`src/rtl/bus_wait_ctrl.sv`:
```
// bus_wait_ctrl: registers the mapped address, classifies each bus cycle as
// FAST / SLOW / IO and stretches it with wait states. IO cycles run a
// req/ack handshake backed by a timeout that forces completion with 8'hFF.
module bus_wait_ctrl #(
    parameter logic [19:0] IO_BASE    = 20'h0D000,
    parameter logic [19:0] IO_MASK    = 20'hFF000,
    parameter logic [19:0] SLOW_BASE  = 20'h20000,
    parameter logic [19:0] SLOW_MASK  = 20'hE0000,
    parameter int          WAIT_SLOW  = 2,
    parameter int          IO_TIMEOUT = 64
) (
    input  logic        clk,
    input  logic        reset,
    input  logic [19:0] address_next,
    input  logic        map_next,
    input  logic        we_next,
    input  logic [7:0]  data_o,
    input  logic        ext_hold,
    input  logic [7:0]  mem_rdata,
    input  logic        io_ack,
    input  logic [7:0]  io_rdata,
    input  logic        timeout_clr,
    output logic        ready,
    output logic [19:0] bus_addr,
    output logic        bus_map,
    output logic        bus_we,
    output logic [7:0]  bus_wdata,
    output logic        io_req,
    output logic [1:0]  cycle_class,
    output logic [7:0]  core_data_i,
    output logic        timeout_flag
);

    typedef enum logic [1:0] {
        ST_FAST      = 2'd0,
        ST_SLOW_WAIT = 2'd1,
        ST_IO_WAIT   = 2'd2,
        ST_DONE      = 2'd3
    } state_t;

    localparam logic [1:0] CLS_FAST = 2'd0;
    localparam logic [1:0] CLS_SLOW = 2'd1;
    localparam logic [1:0] CLS_IO   = 2'd2;

    // Counters only ever count up to parameter-1, so clog2 of the parameter
    // is enough; the guard keeps the width legal for parameter values of 0/1.
    localparam int SCW = (WAIT_SLOW  > 1) ? $clog2(WAIT_SLOW)  : 1;
    localparam int TCW = (IO_TIMEOUT > 1) ? $clog2(IO_TIMEOUT) : 1;
    localparam logic [SCW-1:0] SLOW_INIT = SCW'((WAIT_SLOW > 0) ? (WAIT_SLOW - 1) : 0);
    localparam logic [TCW-1:0] TMR_LAST  = TCW'((IO_TIMEOUT > 0) ? (IO_TIMEOUT - 1) : 0);

    state_t         r_state;
    logic [SCW-1:0] r_slow_cnt;
    logic [TCW-1:0] r_tmr;
    logic [19:0]    r_addr;
    logic           r_map;
    logic           r_we;
    logic [1:0]     r_cls;
    logic [7:0]     r_io_data;
    logic           r_tflag;

    state_t         w_state_nxt;
    logic [SCW-1:0] w_slow_cnt_nxt;
    logic [TCW-1:0] w_tmr_nxt;
    logic           w_io_hit;
    logic           w_slow_hit;
    logic [1:0]     w_launch_cls;
    logic           w_ready;
    logic           w_io_done;
    logic           w_io_timeout;

    // Region decode of the incoming address; IO has priority over SLOW, and a
    // zero wait count demotes the slow region to a plain fast cycle.
    always_comb begin
        w_io_hit     = ((address_next & IO_MASK) == IO_BASE);
        w_slow_hit   = ((address_next & SLOW_MASK) == SLOW_BASE) && (WAIT_SLOW > 0);
        w_launch_cls = CLS_FAST;
        if (w_io_hit)
            w_launch_cls = CLS_IO;
        else if (w_slow_hit)
            w_launch_cls = CLS_SLOW;
    end

    // A cycle completes from FAST or DONE unless the external stall holds it.
    always_comb begin
        w_ready = ((r_state == ST_FAST) || (r_state == ST_DONE)) && !ext_hold;
    end

    // Next-state logic: launches, slow-wait countdown, IO ack / timeout.
    always_comb begin
        w_state_nxt    = r_state;
        w_slow_cnt_nxt = r_slow_cnt;
        w_tmr_nxt      = r_tmr;
        w_io_done      = 1'b0;
        w_io_timeout   = 1'b0;
        case (r_state)
            ST_FAST, ST_DONE: begin
                if (w_ready) begin
                    case (w_launch_cls)
                        CLS_SLOW: begin
                            w_state_nxt    = ST_SLOW_WAIT;
                            w_slow_cnt_nxt = SLOW_INIT;
                        end
                        CLS_IO: begin
                            w_state_nxt = ST_IO_WAIT;
                            w_tmr_nxt   = '0;
                        end
                        default: w_state_nxt = ST_FAST;
                    endcase
                end
            end
            ST_SLOW_WAIT: begin
                if (r_slow_cnt == '0)
                    w_state_nxt = ST_DONE;
                else
                    w_slow_cnt_nxt = r_slow_cnt - SCW'(1);
            end
            ST_IO_WAIT: begin
                // An ack on the last timer cycle still counts as a real reply.
                if (io_ack) begin
                    w_state_nxt = ST_DONE;
                    w_io_done   = 1'b1;
                end else if (r_tmr == TMR_LAST) begin
                    w_state_nxt  = ST_DONE;
                    w_io_timeout = 1'b1;
                end else begin
                    w_tmr_nxt = r_tmr + TCW'(1);
                end
            end
            default: w_state_nxt = ST_FAST;
        endcase
    end

    // State and wait/timeout counters.
    always_ff @(posedge clk or posedge reset) begin
        if (reset) begin
            r_state    <= ST_FAST;
            r_slow_cnt <= '0;
            r_tmr      <= '0;
        end else begin
            r_state    <= w_state_nxt;
            r_slow_cnt <= w_slow_cnt_nxt;
            r_tmr      <= w_tmr_nxt;
        end
    end

    // Capture the launched cycle; held stable until the next launch.
    always_ff @(posedge clk or posedge reset) begin
        if (reset) begin
            r_addr <= '0;
            r_map  <= 1'b0;
            r_we   <= 1'b0;
            r_cls  <= CLS_FAST;
        end else if (w_ready) begin
            r_addr <= address_next;
            r_map  <= map_next;
            r_we   <= we_next;
            r_cls  <= w_launch_cls;
        end
    end

    // IO data latch: slave data on ack (also for writes), 8'hFF on timeout.
    always_ff @(posedge clk or posedge reset) begin
        if (reset)
            r_io_data <= 8'hFF;
        else if (w_io_done)
            r_io_data <= io_rdata;
        else if (w_io_timeout)
            r_io_data <= 8'hFF;
    end

    // Sticky timeout flag; a new timeout wins over a simultaneous clear.
    always_ff @(posedge clk or posedge reset) begin
        if (reset)
            r_tflag <= 1'b0;
        else if (w_io_timeout)
            r_tflag <= 1'b1;
        else if (timeout_clr)
            r_tflag <= 1'b0;
    end

    assign ready        = w_ready;
    assign bus_addr     = r_addr;
    assign bus_map      = r_map;
    assign bus_we       = r_we;
    assign bus_wdata    = data_o;
    assign io_req       = (r_state == ST_IO_WAIT);
    assign cycle_class  = r_cls;
    assign core_data_i  = (r_cls == CLS_IO) ? r_io_data : mem_rdata;
    assign timeout_flag = r_tflag;

endmodule

```
`config.mk`:
```
export PLATFORM = sky130hd
export DESIGN_NAME = bus_wait_ctrl
export DESIGN_NICKNAME = d
export VERILOG_FILES = /design/src/rtl/bus_wait_ctrl.sv
export SDC_FILE = /design/constraint.sdc
export NUM_CORES = 1
export LEC_CHECK = 0
export ABC_AREA = 1
export BUFFER_PORTS_ARGS = -buffer_cell sky130_fd_sc_hd__buf_4
export CAP_MARGIN = 10
export CORE_UTILIZATION = 50
export CTS_CLUSTER_DIAMETER = 40
export DETAILED_ROUTE_END_ITERATION = 12
export HOLD_SLACK_MARGIN = 0.15
export PLACE_DENSITY = 0.85
export SYNTH_ARGS = -nofsm -noshare
export SYNTH_HDL_FRONTEND = slang
export SYNTH_SLANG_ARGS = --single-unit
export TNS_END_PERCENT = 100
```
`constraint.sdc`:
```
create_clock -name clk -period 3.1 [get_ports clk]
set_input_delay 0.31 -clock clk [delete_from_list [all_inputs] [get_ports clk]]
set_output_delay 0.31 -clock clk [all_outputs]
set_load 0.01 [all_outputs]
```
# After elaboration in Yosys (flattened, before gate mapping)
# Cells that the tools add are included.
# Widths: inputs -> output; s select.
[totals]
register_bits = 42
out_inout_bits = 43
input_bits = 51
wordCells = 66
[op_classes]
muxes = 27
eq_ne = 16
add_sub_neg = 2
reduce_logical = 12
[ops]
columns = ["cell", "count"]
rows = [
  ["$mux 6", 4],
  ["$mux 8", 3],
  ["$pmux 6 s2", 1],
  ["$mux 1", 11],
  ["$mux 2", 5],
  ["$eq 2x2->1 const B", 4],
  ["$eq 8x4->1 const B", 1],
  ["$ne 2x2->1 const B", 4],
  ["$reduce_bool 2->1", 4],
  ["$add 6x1->6 const B", 1],
  ["$eq 6x6->1 const B", 1],
  ["$pmux 2 s3", 1],
  ["$reduce_and 3->1", 2],
  ["$reduce_and 5->1", 1],
  ["$eq 2x1->1 const B", 2],
  ["$ne 2x1->1 const B", 2],
  ["$pmux 2 s2", 1],
  ["$eq 3x1->1 const B", 1],
  ["$ne 3x2->1 const B", 1],
  ["$logic_not 2->1", 1],
  ["$pmux 1 s2", 1],
  ["$reduce_or 2->1", 1],
  ["$logic_and 1x1->1", 1],
  ["$logic_not 1->1", 1],
  ["other kinds (2)", 2],
]

# Longest topological paths before layout
[depth]
depth_word = 7
mapped_depth = 9
ltp_nobuf = 9

# Worst setup path before layout
# Ideal clock, no wire load.
[synth_timing]
kind = "register to output"
from = "register r_state[0]"
to = "output ready"
path_stages_with_launch = 8
required_time_ns = 2.790
slack_ns = 1.508
arrival_ns = 1.282
n_path_buf = 2
cell_sequence = "dfrtp_1 > inv_1 > ha_1 > inv_1 > or2_1 > inv_2 > buf_4 > buf_6"
[synth_between]
elab_chain_len = 3
word_cells_on_any_way = 4
classes_between = "eq/ne: 1; reduce/logical: 3"
[synth_lines]
columns = ["item", "line_no", "text"]
rows = [
  ["from (decl)", "52", "state_t r_state;"],
  ["from (signal assigned)", "141", "r_state <= w_state_nxt;"],
  ["$eq 2x2->1 or $logic_not 2->1 (tied branches)", "86", "w_ready = ((r_state == ST_FAST) || (r_state == ST_DONE)) && !ext_hold;"],
  ["$logic_or 1x1->1 (*)", "86", ""],
  ["$logic_and 1x1->1 (*)", "86", ""],
  ["to (decl)", "23", "output logic ready,"],
]
# Every way passes the cells marked *; elsewhere a longest branch is shown, timed or not.

# Worst setup path in the final report
# Ends and elaborated chain as after synthesis.

==> metrics.txt <==
Max clock buf depth 2; IO Count 94; Core Box Area 3800 µm²; DRT Pass-1 Iters 4; worst-path fanout max 29; Finish-stage setup viols 0; RSZ-0062 raised after global routing no; worst-margin pin slew 0.481 ns; first-pass GRT wire length 7030 µm; antenna violations before repair 0; Clock Sinks 42; post-synthesis cell area 2050 µm²; root buf cell clkbuf_8; Worst R2R Path Depth 8; Hold Vio Cnt, Final 0; Clock Pin Slew Worst Setup and Hold Paths 0.08 ns; worst path bufs/invs 5; #FFs+latches synth 42; Clock Skews 0.00207 ns; site row count 22; Crit path required time 2.79 ns; Detail Route Antenna Nets 0; cts bufs inserted 5; Starting Density 53.9%; DR DRC count 0; synth unique cells 26; Max IR drop VDD 0.543 mV; CP cell instances inv_1, ha_1, inv_1, or2_1, buf_4, inv_2, buf_4; WL per Instance 11.5 µm; Max Cap Viol 0; fill cell total of the finished layout 304; worst hold slack 0.196 ns; CP max-delay cell dfrtp_1; CTS tree built; fmax 438 MHz; overflow left after global routing 0; Slew Limit Headroom 68.0%; vias in the first global route 1629; layout cell share with drive strength beyond 1 32.6%; largest net degree at the start of global routing 30; die width 66.0 µm; Reg2Reg Setup Slack 1.15 ns; outcome complete, no violations; Worst setup SP type flop; Die H 66.0 µm; crit path time final 2.28 ns; Worst path depth 7; worst reg2reg startpoint r_state[0]; DIE AREA 4360 µm²; CP peak stage delay 0.37 ns; Avg Inst Size Synth 8.16 µm²; initial DRC count 142; power per standard cell area 880 nW/µm²; GPL Wtd Cong 0.787; Setup crit end ready; Buffers on Ports 77; post-CTS sizing 0; Max Slew Vio Count 0; number of diodes 0; Total Nets Final 375; CP startpoint r_state[0]; vias per std cell 4.79; Ys Warns 0; WL final 4270 µm; TNS Setup 0 ns; Final period util 73.6%; Post-Syn Nets 305; Setup Crit Path Kind reg2out; routed vias 1771; delay-heaviest family, CP buffers and inverters; critical path arrival 1.97 ns; nature of the critical path endpoint output port; htree depth 2; sequential element share of the synthesized area 51.8%; worst hold path class in2reg; Area Growth Syn to Fin 31.4%; GRT Util Overall 21.6%; hpwl dp 3140 µm; Worst-Skew Late Latency 0.29 ns; Gate Count Post-Synth 251; Pleak 1.48 nW; RR Endpoint r_tmr[1]
cell families (layout without fill, tap and decap cells):
family,count (synthesis),after routing,share of synthesized area (%)
AO/OA/AOI/OAI,33,33,8.67
AND/OR/NAND/NOR,128,128,26.4
flip-flops,42,42,51.8
adder cells (fa/ha/maj),3,3,1.83
buffers and inverters,45,116,11.3
Yosys cell counts, drive strengths merged:
cell / number / area (µm²)
inv: 27 / 101
ha: 3 / 37.5
o22ai: 1 / 6.26
o21ai: 24 / 120
nand3: 11 / 60.1
nor2: 13 / 56.3
nand4: 2 / 27.5
a31oi: 7 / 43.8
o211ai: 1 / 7.51
nand3b: 1 / 7.51
clkbuf: 2 / 7.51
dfrtp: 34 / 851
buf: 15 / 119
nand2: 98 / 370
dfstp: 8 / 210
clkinv: 1 / 3.75
or2: 3 / 18.8
state kept, by name, indices dropped and copies added (netlist names):
name	count
r_io_data	8
bus_addr	20
cycle_class	2
r_slow_cnt	1
bus_we	1
timeout_flag	1
r_state	2
r_tmr	6
bus_map	1
placed cells by master, fill, tap and decap left out, drive strengths merged:
cell type	instances
dlygate4sd3	1
buf	79
nand4	2
inv	26
or2	3
clkinv	2
bufinv	1
ha	3
nand3	11
dfrtp	34
nor2	13
dfstp	8
o22ai	1
nand2	98
o211ai	1
nand3b	1
clkbuf	7
o21ai	24
a31oi	7
per-stage QoR:
| step | cell area, µm² | util (%) | power (mW) | setup WS (ns) | std cells |
|---|---|---|---|---|---|
| 5_1_grt | 2690 | 70.8 | 2.56 | 0.652 | 370 |
| 3_3_place_gp | 2570 | 67.8 | 1.93 | 1.15 | 361 |
| 2_1_floorplan | 2050 | - | 1.61 | 1.51 | 251 |
| 6_report | 2690 | 70.8 | 2.37 | 0.818 | 370 |
| 3_5_place_dp | 2570 | 67.8 | 1.97 | 1.11 | 361 |
| 4_1_cts | 2690 | 70.8 | 2.40 | 0.786 | 370 |
routing by layer:
layer	vias up	track usage, %	part of all wire [%]
met1	798	26.0	44
li1	912	-	-
met2	57	36.0	48
met3	4	7.07	7.7
met5	-	0	0
met4	0	8.24	0.80
final cells by class:
class / instances / area, µm² / area share [%]
Multi-Input combinational cell: 164 / 756 / 28.1
Clock inverter: 1 / 30.0 / 1.12
Clock buffer: 7 / 76.3 / 2.84
Tap cell: 48 / 60.1 / 2.23
Sequential cell: 42 / 1060 / 39.4
Timing Repair Buffer: 80 / 603 / 22.4
Inverter: 28 / 105 / 3.91
timing repair:
action / in CTS / in global routing
hold endpoints to repair: 7 / 0
setup buffers: 0 / 0
hold buffers: 1 / 0
worst min path at each step:
stage           startpoint            to  cells after the start  slack (ns)
6_report       timeout_clr  timeout_flag                      2        0.20
3_3_place_gp         reset      r_tmr[5]                      2        0.31
3_5_place_dp         reset      r_tmr[0]                      2        0.31
4_1_cts        timeout_clr  timeout_flag                      2        0.19
5_1_grt        timeout_clr  timeout_flag                      2        0.19
2_1_floorplan  timeout_clr  timeout_flag                      1        0.40
power by group:
part,leakage [nW],switching [mW],internal [mW]
logic,0.912,0.584,0.444
clock network,0.0524,0.179,0.241
registers,0.517,0.116,0.803
total,1.48,0.879,1.49
Note: power is estimated with default switching activity, not from simulation.
